===== config.mk =====
export PLATFORM = sky130hd
export DESIGN_NAME = packet_issue_ctrl_flat
export DESIGN_NICKNAME = d
export VERILOG_FILES = /design/src/rtl/packet_issue_ctrl_if.sv /design/src/rtl/packet_issue_ctrl.sv /design/src/flat_wrapper.sv
export SDC_FILE = /design/constraint.sdc
export NUM_CORES = 1
export LEC_CHECK = 0
export CAP_MARGIN = 20
export CORE_UTILIZATION = 35
export CTS_CLUSTER_SIZE = 10
export DETAILED_ROUTE_END_ITERATION = 12
export GPL_TIMING_DRIVEN = 0
export PLACE_DENSITY = 0.67
export SLEW_MARGIN = 20
export SYNTH_ARGS = -nofsm -noshare
export SYNTH_HDL_FRONTEND = slang
export SYNTH_SLANG_ARGS = --single-unit

===== constraint.sdc =====
create_clock -name clk -period 3.15 [get_ports clk]
set_input_delay 0.63 -clock clk [delete_from_list [all_inputs] [get_ports clk]]
set_output_delay 0.63 -clock clk [all_outputs]
set_load 0.1 [all_outputs]

===== src/rtl/packet_issue_ctrl_if.sv =====
// rtl/packet_issue_ctrl_if.sv - program-memory fetch and ring-injection signal bundle
interface packet_issue_ctrl_if #(
  parameter int PKT_W  = 38,
  parameter int ADDR_W = 5
);
  logic [ADDR_W-1:0] fetch_addr;
  logic [PKT_W-1:0]  fetch_data;
  logic [PKT_W-1:0]  pkt_out;
  logic              pkt_valid;
  logic              pkt_ready;

  modport master (
    output fetch_addr,
    output pkt_out,
    output pkt_valid,
    input  fetch_data,
    input  pkt_ready
  );

  modport slave (
    input  fetch_addr,
    input  pkt_out,
    input  pkt_valid,
    output fetch_data,
    output pkt_ready
  );
endinterface


===== src/rtl/packet_issue_ctrl.sv =====
// rtl/packet_issue_ctrl.sv - walks the packet program and issues live packets to the ring
// Define ISSUE_STALL_CNT_EN to add the o_stall_cnt ready-stall counter output.
module packet_issue_ctrl #(
  parameter int         PKT_W      = 38,
  parameter int         ADDR_W     = 5,
  parameter logic [2:0] HDR_MARK   = 3'b111,
  parameter int         GAP_CYCLES = 0
) (
  input  logic                clk,
  input  logic                rst,
  input  logic                i_start,
  input  logic                i_abort,
  input  logic [ADDR_W:0]     i_pkt_len,
  packet_issue_ctrl_if.master bus,
  output logic                o_busy,
  output logic                o_done,
`ifdef ISSUE_STALL_CNT_EN
  output logic [ADDR_W:0]     o_issue_cnt,
  output logic [15:0]         o_stall_cnt
`else
  output logic [ADDR_W:0]     o_issue_cnt
`endif
);

  typedef enum logic [2:0] {S_IDLE, S_FETCH, S_ISSUE, S_GAP, S_FIN} state_t;

  localparam logic [ADDR_W:0] LEN_MAX  = {1'b1, {ADDR_W{1'b0}}};
  localparam logic [7:0]      GAP_LOAD = 8'(GAP_CYCLES);

  state_t            r_state;
  state_t            w_state_nxt;
  logic [ADDR_W-1:0] r_fetch_addr;
  logic [PKT_W-1:0]  r_pkt_out;
  logic [ADDR_W:0]   r_issue_cnt;
  logic [ADDR_W:0]   r_len_q;
  logic [7:0]        r_gap_cnt;
  logic              w_start_ok;
  logic              w_accept;
  logic              w_hdr_live;
  logic              w_at_end;

  assign w_start_ok = (r_state == S_IDLE) && i_start && !i_abort;
  assign w_accept   = (r_state == S_ISSUE) && bus.pkt_ready;
  assign w_hdr_live = (bus.fetch_data[PKT_W-1 -: 3] == HDR_MARK);
  // The accepted count equals the address within a run, but keeps counting past the saturated address.
  assign w_at_end   = (r_issue_cnt >= r_len_q);

  always_ff @(posedge clk or posedge rst) begin
    if (rst) r_state <= S_IDLE;
    else     r_state <= w_state_nxt;
  end

  always_comb begin
    w_state_nxt = r_state;
    if (i_abort) begin
      w_state_nxt = S_IDLE;
    end else begin
      case (r_state)
        S_IDLE:  if (i_start) w_state_nxt = S_FETCH;
        S_FETCH: w_state_nxt = (w_at_end || !w_hdr_live) ? S_FIN : S_ISSUE;
        S_ISSUE: if (bus.pkt_ready) w_state_nxt = (GAP_CYCLES == 0) ? S_FETCH : S_GAP;
        S_GAP:   if (r_gap_cnt <= 8'd1) w_state_nxt = S_FETCH;
        S_FIN:   w_state_nxt = S_IDLE;
        default: w_state_nxt = S_IDLE;
      endcase
    end
  end

  always_ff @(posedge clk or posedge rst) begin
    if (rst) begin
      r_fetch_addr <= '0;
      r_pkt_out    <= '0;
      r_issue_cnt  <= '0;
      r_len_q      <= '0;
      r_gap_cnt    <= '0;
    end else begin
      if (w_start_ok) begin
        r_len_q      <= (i_pkt_len > LEN_MAX) ? LEN_MAX : i_pkt_len;
        r_fetch_addr <= '0;
        r_issue_cnt  <= '0;
      end
      if ((r_state == S_FETCH) && (w_state_nxt == S_ISSUE)) begin
        r_pkt_out <= bus.fetch_data;
      end
      // A handshake coinciding with abort still counts.
      if (w_accept) begin
        r_issue_cnt <= r_issue_cnt + 1'b1;
        if (r_fetch_addr != {ADDR_W{1'b1}}) r_fetch_addr <= r_fetch_addr + 1'b1;
        r_gap_cnt   <= GAP_LOAD;
      end else if ((r_state == S_GAP) && (r_gap_cnt != 8'd0)) begin
        r_gap_cnt <= r_gap_cnt - 8'd1;
      end
    end
  end

`ifdef ISSUE_STALL_CNT_EN
  logic [15:0] r_stall_cnt;

  always_ff @(posedge clk or posedge rst) begin
    if (rst) begin
      r_stall_cnt <= '0;
    end else if (w_start_ok) begin
      r_stall_cnt <= '0;
    end else if ((r_state == S_ISSUE) && !bus.pkt_ready && (r_stall_cnt != 16'hFFFF)) begin
      r_stall_cnt <= r_stall_cnt + 16'd1;
    end
  end

  assign o_stall_cnt = r_stall_cnt;
`endif

  assign bus.fetch_addr = r_fetch_addr;
  assign bus.pkt_out    = r_pkt_out;
  assign bus.pkt_valid  = (r_state == S_ISSUE);
  assign o_busy         = (r_state != S_IDLE);
  assign o_done         = (r_state == S_FIN);
  assign o_issue_cnt    = r_issue_cnt;

endmodule

===== src/flat_wrapper.sv =====
// flat-port wrapper written by rule: the top's interface ports become plain ports
module packet_issue_ctrl_flat 
#(
  parameter int         PKT_W      = 38,
  parameter int         ADDR_W     = 5,
  parameter logic [2:0] HDR_MARK   = 3'b111,
  parameter int         GAP_CYCLES = 0
)
  (clk, rst, i_start, i_abort, i_pkt_len, o_busy, o_done, o_issue_cnt, bus_fetch_addr, bus_pkt_out, bus_pkt_valid, bus_fetch_data, bus_pkt_ready);
  packet_issue_ctrl_if #(.PKT_W(PKT_W), .ADDR_W(ADDR_W)) bus_i ();
  input  logic clk;
  input  logic rst;
  input  logic i_start;
  input  logic i_abort;
  input  logic [ADDR_W:0] i_pkt_len;
  output logic o_busy;
  output logic o_done;
  output logic [ADDR_W:0] o_issue_cnt;
  output wire logic [$bits(bus_i.fetch_addr)-1:0] bus_fetch_addr;
  output wire logic [$bits(bus_i.pkt_out)-1:0] bus_pkt_out;
  output wire logic [$bits(bus_i.pkt_valid)-1:0] bus_pkt_valid;
  input wire logic [$bits(bus_i.fetch_data)-1:0] bus_fetch_data;
  input wire logic [$bits(bus_i.pkt_ready)-1:0] bus_pkt_ready;
  assign bus_fetch_addr = bus_i.fetch_addr;
  assign bus_pkt_out = bus_i.pkt_out;
  assign bus_pkt_valid = bus_i.pkt_valid;
  assign bus_i.fetch_data = bus_fetch_data;
  assign bus_i.pkt_ready = bus_pkt_ready;
  packet_issue_ctrl #(.PKT_W(PKT_W), .ADDR_W(ADDR_W), .HDR_MARK(HDR_MARK), .GAP_CYCLES(GAP_CYCLES)) u_core (.clk(clk), .rst(rst), .i_start(i_start), .i_abort(i_abort), .i_pkt_len(i_pkt_len), .bus(bus_i), .o_busy(o_busy), .o_done(o_done), .o_issue_cnt(o_issue_cnt));
endmodule

Yosys cells after proc, flatten, opt, wreduce, memory -nomap -nowiden. Cells that the tools add are included. W data, S select, Z words.

Bits in registers: 66. Bits of input ports: 49. Output and inout bits: 52. Word-level logic and storage cells: 46.

Add/subtract/negate cells: 3. Order comparisons: 3. Eq/ne operators: 7. Mux-type cells: 14. Reductions and logical operators: 13.

Operators by type and width (count): $mux W6 (3); $mux W8 (2); $mux W3 (5); $mux W5 (3); $pmux W3 S4 (1); $eq A3 B2 Y1 const B (3); $le A8 B1 Y1 const B (1); $reduce_bool A8 Y1 (1); $sub A8 B1 Y8 const B (1); $add A6 B1 Y6 const B (1); $eq A3 B3 Y1 const B (2); $ge A6 B6 Y1 (1); $gt A6 B6 Y1 const B (1); $add A5 B1 Y5 const B (1); $logic_and A1 B1 Y1 (5); $ne A5 B5 Y1 const B (1); $reduce_bool A2 Y1 (2); $eq A3 B1 Y1 const B (1); $logic_not A3 Y1 (1); $reduce_bool A3 Y1 (1); $logic_not A1 Y1 (2); $logic_or A1 B1 Y1 (1).

Longest topological paths before layout.
Depth in word-level cells: 8. Mapped depth: 8. Mapped depth without buffers: 6.

Worst setup path before layout. OpenSTA, ideal clock, no wires.

Path type: reg-to-output. From: register u_core.r_state[0]. To: output bus_pkt_valid. Arrival: 2.693 ns. Data required time: 2.520 ns. Path slack: -0.173 ns. Cell stages (with the launch flop): 3. Path buffers: 1. Cells stage by stage: dfrtp_1 -> buf_6 -> nor3b_1.

Cells in the longest elaborated chain, start to end: 1.

RTL lines: from (decl) (RTL line packet_issue_ctrl.sv:30) `state_t r_state;`; from (signal assigned) (RTL line packet_issue_ctrl.sv:50) `else r_state <= w_state_nxt;`; $eq A3 B2 Y1 (RTL line packet_issue_ctrl.sv:114) `assign bus.pkt_valid = (r_state == S_ISSUE);`; to (decl) (RTL line flat_wrapper.sv:21) `output wire logic [$bits(bus_i.pkt_valid)-1:0] bus_pkt_valid;`.

Every way passes these cells.

Worst setup path in the final report.
From: register u_core.r_state[1]. To: output o_done.

Cells in the longest elaborated chain, start to end: 1.

RTL lines: $eq A3 B3 Y1 (RTL line packet_issue_ctrl.sv:116) `assign o_done = (r_state == S_FIN);`; to (decl) (RTL line flat_wrapper.sv:17) `output logic o_done;`.

Every way passes these cells.

==> impl_results.md <==
- DRT Pass-1 Iters: 4
- Min Tclk post-route: roughly 3 ns
- Register area share after synthesis: between 50% and 60%
- Final-report hold violation count: 0
- Max cap viols: 0
- DPL Wire Length: 4780 um
- Die Width: between 90 and 100 um
- Initial core utilization: 36.4%
- Area share of the largest cell type after synthesis: between 50 and 60%
- First-pass GRT wire length: 11000 um
- Gpl congestion: roughly 0.77
- Fin crit share: 94.6%
- Final core utilization: a little over half
- Synth area leaders: dfrtp_1, mux2_2, mux2_1
- Starting DRC count in detailed routing: 65
- Post-synth top flop: dfrtp_1
- Worst skew pair latency: roughly 0.34 ns
- Layout cell share with drive strength beyond 1: 14.0%
- Max clock buf depth: 2
- Slew @ Worst Pin: approximately 1.0 ns
- Nets: 420
- CP startpoint kind: register
- Gate Count Post-Synth: 248
- FMAX: around 0.34 GHz
- LEAKAGE: about 0.0019 uW
- Met3 usage: 6.44%
- Post-synth EDFFs: 0
- Final ANT Viol Nets: 0
- Cts repair resizes: 0
- Sw Pwr: ~1300 uW
- I/O Buffers: 100
- Pwr/cell area: 678 nW/um^2
- Syn_nets: ~310
- Critical path arrival: 2.35 ns
- Total gr overflow: 0
- Reg clk slew, reported paths: 0.07 ns
- FF-to-FF setup slack: between 0.7 and 0.8 ns
- Hold Buf Count CTS: 0
- Vias in the first global route: 2321
- WHS Endpoint: u_core.bus.pkt_out[35]
- RR Endpoint: u_core.bus.pkt_out[1]
- CP max FO: 10
- Outcome: finished, final reports clean
- TritonCTS clock tree: yes
- RSZ-0062 raised after global routing: no
- Synth Area per Inst: 12.1 sq um
- Via density: slightly below 5
- Remaining DRCs: 0
- Setup Skew: between 0.01 and 0.015 ns
- Gate power share: ~43%
- GR peak layer: met2
- Hold Slack: ~0.47 ns
- Sw Ratio: a little under half
- Hold Crit Class: register to register
- Max VDD drop: slightly above 400 uV
- Core outline area: 8260 sq um
- Worst path bufs/invs: 2
- Clk sinks: between 60 and 70
- Ys Warns: 0
- Antenna cells: 0
- Synthesized flop and latch total: 66
- Largest net degree at the start of global routing: just over 40
- Post-Syn Area: about 3000 sq um
- Hold Path Cell Cnt: 1
- Root Buffer: clkbuf_8
- Die area: between 8000 and 9000 sq um
- Total Power: 2930 uW
- Setup bufs post-CTS: 0
- Ys async rst share: 100%
- Rows: 33
- Most frequent cells in the layout: clkdlybuf4s50_1, dfrtp_1, mux2_2
- Post-route cell area: ~4300 sq um
- Commonest non-fill, non-tap cell in the layout: clkdlybuf4s50_1
- Largest area contributor in the netlist: dfrtp_1
- Max stage delay cell, worst path: clkdlybuf4s50_1
- WL/cell: around 14 um
- TritonCTS buffer count: 9
- GRT Overall Usage: roughly 16%
- Fin. max-slew vios: 0
- Grt met2 use: around 25%
- Slew HR: ~32%
- Cells along the critical path: clkbuf_8 -> nor2_1 -> and2_1 -> clkdlybuf4s50_1
- Drt total wl: 6480 um
- Clock share of power: ~21%
- Via count: approximately 2300
- Netlist cell types: 44
- FF-to-FF path depth: 7
- Setup violators final: 0
- Worst Min Path Start: u_core.bus.pkt_out[35]
- Initial antenna violation count: 0
- P_int: approximately 1600 uW
- H-Tree Depth: 3
- CP Capture Type: output pin
- Layout area overhead: 44.0%
- Die Span Y: about 95 um
- CP required: 2.52 ns
- Max stage delay on crit path: ~1.1 ns
- Cell family with the largest share of critical-path delay: buffers and inverters
- IO Count: a little over 100
- Sequential Power Share: roughly 37%
- Post-DP Area: 4170 sq um
- CP Class: register to output pin
- M1 GR Usage: between 15 and 20%
- Reg-to-reg startpoint: u_core.o_issue_cnt[4]
[routing by layer]
| layer | vias up | wire length (um) |
|---|---|---|
| met2 | 69 | 3040 |
| met4 | 0 | 133 |
| li1 | 1104 | - |
| met3 | 9 | 574 |
| met1 | 1126 | 2740 |
| met5 | - | 0 |
[layout make-up]
class                           count  area, sq um
Buffer                              8         62.6
Clock buffer                       11          131
Clock inverter                      5         31.3
Fill cell                         777         3930
Inverter                           10         40.0
Multi-Input combinational cell    164         1260
Sequential cell                    66         1650
Tap cell                          105          131
Timing Repair Buffer              101         1020
[cells in the mapped netlist, types with 3 or more instances]
cell type and n:
dfrtp_1 66, mux2_2 21, o21ai_0 17, mux2_1 15
nand2_1 15, nor2_1 13, nand3_1 12, ha_1 11
inv_1 10, nand2b_1 10, a21oi_1 5, xnor2_1 5
buf_2 4, nand3b_1 4, and2_1 3, or3_1 3
[worst max-delay path by stage]
| stage | from | to | slack [ns] | depth (start not counted) |
|---|---|---|---|---|
| 5_1_grt | u_core.r_state[0] | o_done | 0.06 | 4 |
| 3_3_place_gp | rst | u_core.bus.pkt_out[17] | -0.36 | 2 |
| 6_report | u_core.r_state[1] | o_done | 0.17 | 4 |
| 4_1_cts | u_core.r_state[0] | o_done | 0.16 | 4 |
| 3_5_place_dp | bus_fetch_data[37] | u_core.bus.pkt_out[1] | 0.44 | 7 |
| 2_1_floorplan | u_core.o_issue_cnt[3] | u_core.bus.pkt_out[0] | 0.45 | 7 |
[power by group through the flow]
stage	logic, uW	registers [uW]	clock network (uW)
floorplan	198	1820	0
CTS	1260	1080	631
global placement	1250	1090	0
detailed placement	1260	1090	0
finish	1250	1080	604
global route	1310	1100	669
[registers in the layout, indices dropped and copies added (netlist names)]
| name | cells |
|---|---|
| u_core.bus.pkt_out | 38 |
| u_core.bus.fetch_addr | 5 |
| u_core.o_issue_cnt | 6 |
| u_core.r_gap_cnt | 8 |
| u_core.r_state | 3 |
| u_core.r_len_q | 6 |
[cell families (layout without fill, tap and decap cells)]
| kind of cell | count (synthesis) | after routing | share of synthesized area, % |
|---|---|---|---|
| compound gates | 35 | 35 | 7.57 |
| xor+xnor | 6 | 6 | 1.75 |
| fa+ha+maj | 11 | 11 | 4.58 |
| buf+inv | 18 | 135 | 3.33 |
| flops | 66 | 66 | 54.9 |
| mux | 36 | 36 | 13.5 |
| simple gates | 76 | 76 | 14.4 |
[metrics by stage]
stage	TNS (ns)	cells	setup WS [ns]
floorplan	0	248	0.453
global placement	-23.76	453	-0.363
detailed placement	0	454	0.445
CTS	0	470	0.164
global route	0	470	0.0636
finish	0	470	0.169
No activity file was read; power rests on OpenSTA's default activity.
